[src/rtl/ysyx_25010008_rd_arbiter_pkg.sv]
// rtl/ysyx_25010008_rd_arbiter_pkg.sv - shared arbiter state/master encodings
// Purpose: encodings shared by the read arbiter and a future write arbiter.
// Contents: arbiter FSM states, master IDs, priority mode constants, helper.
package ysyx_25010008_rd_arbiter_pkg;

    typedef enum logic [1:0] {
        ST_IDLE = 2'd0,
        ST_ADDR = 2'd1,
        ST_RESP = 2'd2
    } arb_state_e;

    typedef enum logic {
        MST_IFU = 1'b0,
        MST_LSU = 1'b1
    } master_e;

    localparam int unsigned PRIO_RR  = 0;
    localparam int unsigned PRIO_IFU = 1;
    localparam int unsigned PRIO_LSU = 2;

    function automatic master_e other_master(input master_e m);
        return (m == MST_IFU) ? MST_LSU : MST_IFU;
    endfunction

endpackage

[src/rtl/ysyx_25010008_rr_pick.sv]
// rtl/ysyx_25010008_rr_pick.sv - 2-way round-robin / fixed-priority picker
// Purpose: choose one of IFU/LSU from their request lines.
// Ports:
//   ifu_req_i, lsu_req_i  request lines
//   last_grant_i          master that completed the previous transaction
//   valid_o               at least one request present
//   grant_o               selected master (meaningful when valid_o)
module ysyx_25010008_rr_pick
    import ysyx_25010008_rd_arbiter_pkg::*;
#(
    parameter int unsigned PRIORITY = PRIO_RR
) (
    input  logic    ifu_req_i,
    input  logic    lsu_req_i,
    input  master_e last_grant_i,
    output logic    valid_o,
    output master_e grant_o
);

    always_comb begin
        valid_o = ifu_req_i | lsu_req_i;
        grant_o = MST_IFU;
        if (ifu_req_i && lsu_req_i) begin
            if (PRIORITY == PRIO_IFU) begin
                grant_o = MST_IFU;
            end else if (PRIORITY == PRIO_LSU) begin
                grant_o = MST_LSU;
            end else begin
                // Round-robin: the master not served last wins the tie.
                grant_o = other_master(last_grant_i);
            end
        end else if (lsu_req_i) begin
            grant_o = MST_LSU;
        end
    end

endmodule

[src/rtl/ysyx_25010008_rd_arbiter.sv]
// rtl/ysyx_25010008_rd_arbiter.sv - IFU/LSU read-channel arbiter, one outstanding read
// Purpose: serialise IFU and LSU AR/R handshakes onto one memory read port.
// Ports:
//   clock, reset                 clock, synchronous active-high reset
//   ifu_* / lsu_*                master AR request/accept and R valid/ready
//   m_araddr, m_arvalid          registered request to memory
//   m_arready, m_rvalid          memory accept / response valid
//   m_rready                     ready of the owning master, forwarded
// Read data/response are wired from memory to both masters outside this block.
module ysyx_25010008_rd_arbiter
    import ysyx_25010008_rd_arbiter_pkg::*;
#(
    parameter int unsigned ADDR_W   = 32,
    parameter int unsigned PRIORITY = PRIO_RR
) (
    input  logic              clock,
    input  logic              reset,
    input  logic [ADDR_W-1:0] ifu_araddr,
    input  logic              ifu_arvalid,
    output logic              ifu_arready,
    output logic              ifu_rvalid,
    input  logic              ifu_rready,
    input  logic [ADDR_W-1:0] lsu_araddr,
    input  logic              lsu_arvalid,
    output logic              lsu_arready,
    output logic              lsu_rvalid,
    input  logic              lsu_rready,
    output logic [ADDR_W-1:0] m_araddr,
    output logic              m_arvalid,
    input  logic              m_arready,
    input  logic              m_rvalid,
    output logic              m_rready
);

    arb_state_e        state_q, state_d;
    master_e           owner_q, owner_d;
    master_e           last_grant_q, last_grant_d;
    logic [ADDR_W-1:0] addr_q, addr_d;
    logic              arvalid_q, arvalid_d;

    logic    pick_valid;
    master_e pick_id;
    logic    owner_rready;

    ysyx_25010008_rr_pick #(
        .PRIORITY (PRIORITY)
    ) u_pick (
        .ifu_req_i    (ifu_arvalid),
        .lsu_req_i    (lsu_arvalid),
        .last_grant_i (last_grant_q),
        .valid_o      (pick_valid),
        .grant_o      (pick_id)
    );

    assign m_araddr  = addr_q;
    assign m_arvalid = arvalid_q;

    always_ff @(posedge clock) begin
        if (reset) begin
            state_q      <= ST_IDLE;
            owner_q      <= MST_IFU;
            last_grant_q <= MST_LSU;
            addr_q       <= '0;
            arvalid_q    <= 1'b0;
        end else begin
            state_q      <= state_d;
            owner_q      <= owner_d;
            last_grant_q <= last_grant_d;
            addr_q       <= addr_d;
            arvalid_q    <= arvalid_d;
        end
    end

    always_comb begin
        state_d      = state_q;
        owner_d      = owner_q;
        last_grant_d = last_grant_q;
        addr_d       = addr_q;
        arvalid_d    = arvalid_q;
        ifu_arready  = 1'b0;
        lsu_arready  = 1'b0;
        ifu_rvalid   = 1'b0;
        lsu_rvalid   = 1'b0;
        m_rready     = 1'b0;
        owner_rready = (owner_q == MST_IFU) ? ifu_rready : lsu_rready;

        case (state_q)
            ST_IDLE: begin
                if (pick_valid) begin
                    owner_d   = pick_id;
                    addr_d    = (pick_id == MST_IFU) ? ifu_araddr : lsu_araddr;
                    arvalid_d = 1'b1;
                    state_d   = ST_ADDR;
                    if (pick_id == MST_IFU) begin
                        ifu_arready = 1'b1;
                    end else begin
                        lsu_arready = 1'b1;
                    end
                end
            end
            ST_ADDR: begin
                if (m_arready) begin
                    arvalid_d = 1'b0;
                    state_d   = ST_RESP;
                end
            end
            ST_RESP: begin
                m_rready = owner_rready;
                if (owner_q == MST_IFU) begin
                    ifu_rvalid = m_rvalid;
                end else begin
                    lsu_rvalid = m_rvalid;
                end
                // Returning to IDLE (not granting here) guarantees one idle
                // cycle between transactions.
                if (m_rvalid && owner_rready) begin
                    last_grant_d = owner_q;
                    state_d      = ST_IDLE;
                end
            end
            default: begin
                state_d = ST_IDLE;
            end
        endcase
    end

endmodule

[config.mk]
export PLATFORM = sky130hd
export DESIGN_NAME = ysyx_25010008_rd_arbiter
export DESIGN_NICKNAME = d
export VERILOG_FILES = /design/src/rtl/ysyx_25010008_rd_arbiter_pkg.sv /design/src/rtl/ysyx_25010008_rr_pick.sv /design/src/rtl/ysyx_25010008_rd_arbiter.sv
export SDC_FILE = /design/constraint.sdc
export NUM_CORES = 1
export LEC_CHECK = 0
export CORE_MARGIN = 2
export CORE_UTILIZATION = 34
export CTS_CLUSTER_DIAMETER = 80
export DETAILED_ROUTE_END_ITERATION = 7
export PLACE_DENSITY = 0.72
export SYNTH_ARGS = -nofsm -noshare
export SYNTH_HDL_FRONTEND = slang
export SYNTH_HIERARCHICAL = 1
export SYNTH_SLANG_ARGS = --single-unit
[constraint.sdc]
create_clock -name clock -period 1.2 [get_ports clock]
set_input_delay 0.12 -clock clock [delete_from_list [all_inputs] [get_ports clock]]
set_output_delay 0.12 -clock clock [all_outputs]
set_load 0.05 [all_outputs]
==> results of run 1 <==
-- Yosys cell counts --
master / count
nor2b_1: 2
clkbuf_4: 3
a21boi_1: 1
a211oi_2: 32
nand4_1: 1
nand2_1: 1
dfxtp_1: 37
nor3_1: 1
and3_1: 1
and2b_1: 1
buf_2: 1
nor3b_4: 1
clkbuf_1: 2
nand3_1: 1
and2_1: 1
a2111oi_0: 1
o21bai_1: 1
o21ai_0: 3
buf_1: 1
inv_1: 2
buf_4: 1
or2_1: 1
buf_6: 4
nand3b_1: 1
or2b_1: 1
nor2_1: 35
a21oi_1: 3
clkbuf_8: 3
mux2i_1: 34
-- final timing paths --
| check | from | end | slack (ns) |
|---|---|---|---|
| setup / recovery | state_q[0] | ifu_rvalid | -0.30 |
| hold / removal | reset | state_q[1] | 0.10 |
| setup reg to reg | state_q[1] | m_araddr[13] | -0.18 |
| hold reg to reg | last_grant_q | last_grant_q | 0.53 |
-- kinds of logic (layout without fill, tap and decap cells) --
logic type	count (synthesis)	in the layout	synth area share, %
and+or+nand+nor	48	48	11.8
AOI/OAI and AO/OA	41	41	23.9
DFF	37	37	39.0
muxes	34	34	17.9
buffers and inverters	17	181	7.38
-- critical path, delay by kind of cell (launching register included) --
| kind | cells | cell delay, ns |
|---|---|---|
| DFF | 1 | 0.35 |
| buffers and inverters | 2 | 0.30 |
| and+or+nand+nor | 2 | 0.44 |
-- flip-flops by register name, summed over array words and instances, names as in the netlist --
name          count
last_grant_q      1
state_q           2
m_arvalid         1
m_araddr         32
owner_q           1
-- what timing repair did --
action / in CTS / in global routing
pin swaps: 23 / 24
setup endpoints to repair: 38 / 38
gates resized for setup: 60 / 55
gates cloned: 8 / 1
buffers inserted: 38 / 9
-- stage by stage --
stage	setup WS (ns)	util (%)	hold WS (ns)	cells	area, um^2
2_1_floorplan	-0.0515	-	0.229	177	1980
3_5_place_dp	-0.453	65.3	0.405	360	3550
6_report	-0.302	82.7	0.104	413	4500
3_3_place_gp	-0.397	65.3	0.404	360	3550
5_1_grt	-0.340	82.7	0.116	413	4500
4_1_cts	-0.313	80.5	0.0833	414	4380
-- area by class of cell --
cell class                      count  area [um^2]
Timing Repair Buffer              171         2240
Multi-Input combinational cell    123         1330
Fill cell                         308          940
Sequential cell                    37          748
Tap cell                           72         90.1
Clock buffer                        6         72.6
Clock inverter                      2         10.0
Inverter                            2         7.51
-- where the power goes --
| group | switching [mW] | leakage (nW) | internal, mW |
|---|---|---|---|
| clock network | 0.461 | 0.0450 | 0.403 |
| registers | 0.179 | 0.308 | 1.37 |
| logic | 1.17 | 1.38 | 1.49 |
-- metal layers --
metal	track usage [%]	share of wire [%]	wire (um)
met5	0	0	0
met1	23.6	38	2710
met3	5.57	5.7	404
met2	45.6	55	3920
met4	5.61	1.4	103
==> flow_summary.json, run 1 <==
{
  "rows": 27,
  "most-common-layout-cells": "68 x clkdlybuf4s50_1, 47 x buf_12, 33 x dfxtp_1, 32 x a211oi_2, 23 x buf_4",
  "grt_first_pass_wirelength_um": 10900,
  "gp_congestion": 0.769,
  "outcome": "finished with violations",
  "drcViolationCount": 0,
  "syn_inst": 177,
  "critPathMaxStageDelay_ns": 0.35,
  "cts_max_path_buffers": 2,
  "setup_ws_ns": -0.302,
  "yosysTopAreaCell": "dfxtp_1",
  "grt-ovfl-total": 0,
  "clk_latency_ns": 0.29,
  "port_buffers": 109,
  "p_leak_nw": 1.73,
  "maxSlewViolCount": 0,
  "reg2regPathDepth": 7,
  "synth_top_area_share_pct": 39.0,
  "vdd_drop_max_v": 0.000882,
  "crit_path_start_kind": "register",
  "ys_ff_latch": 37,
  "powerDensity_nw_per_um2": 1130,
  "start_util_pct": 34.9,
  "fp.dieH_um": 78.7,
  "crit_path_max_fanout": 6,
  "clkSlewWorstSetupHoldPaths_ns": 0.07,
  "place_hpwl_um": 3950,
  "num-nets-final": 412,
  "ys_top_cells_by_area": "dfxtp_1 39%, a211oi_2 21%, mux2i_1 18%",
  "viasPerCell": 4.92,
  "drt_iter0_drc": 23,
  "avgSynthCellArea_um2": 10.7,
  "cts_hold_buf": 0,
  "grt_pass1_vias": 2261,
  "io_pins": 110,
  "wl_um": 7130,
  "seq_area_frac_synth_pct": 39.0,
  "ys_types": 29,
  "fp.dieW_um": 78.7,
  "period_minus_slack_ns": 1.50,
  "core_um2": 5440,
  "clock_skew_ns": 0.00634,
  "rsz0062_at_grt": "yes",
  "cp.arrival_ns": 1.38,
  "cp_slowest_cell": "dfxtp_2",
  "tightest_slew_ns": 0.403,
  "grtUsageTotal_pct": 22.9,
  "path_common_cell": "buf_12",
  "syn-cell-area_um2": 1900,
  "final_common_cell": "clkdlybuf4s50_1",
  "end_kind": "output pin",
  "fin_crit_sh_pct": 125,
  "wl_per_cell_um": 17.3,
  "ctsHtreeMaxLevel": 2,
  "drive_gt1_share_pct": 56.3,
  "p_total_mw": 5.08,
  "min_path_type": "primary input to register",
  "final-hold-violation-count": 0,
  "violations": "negative setup slack",
  "cts_tree": "yes",
  "antenna_found_initial": 0,
  "syn_nets": 249,
  "drtAntennaViolNets": 0,
  "cts_inserted_buffers": 5,
  "grt_max_degree": 18,
  "die_area_um2": 6200,
  "area_growth_pct": 137,
  "required_ns": 1.08,
  "dr.pass1.iters": 4,
  "clockRootBuffer": "clkbuf_8",
  "path_class": "register to output pin",
  "timing.critical_path.cells": "buf_12, or2b_4, nor3_4, buf_12",
  "slew_headroom_pct": 72.4,
  "diodes": 0,
  "timing.max_cap.violations": 0,
  "vias": 2032,
  "setup_viol": 37,
  "min_path_cells": 2,
  "numClockSinks": 37,
  "timing.fmax_mhz": 666,
  "setup_tns_ns": -5.07,
  "ys_warn_count": 6
}
Power figures use the tool's default switching activity.
==> run 2: changes to the inputs <==
Settings changed: GPL_ROUTABILITY_DRIVEN from default to 0.
==> results of run 2 <==
The final DEF is identical to that of run 1; final timing and power are the same.
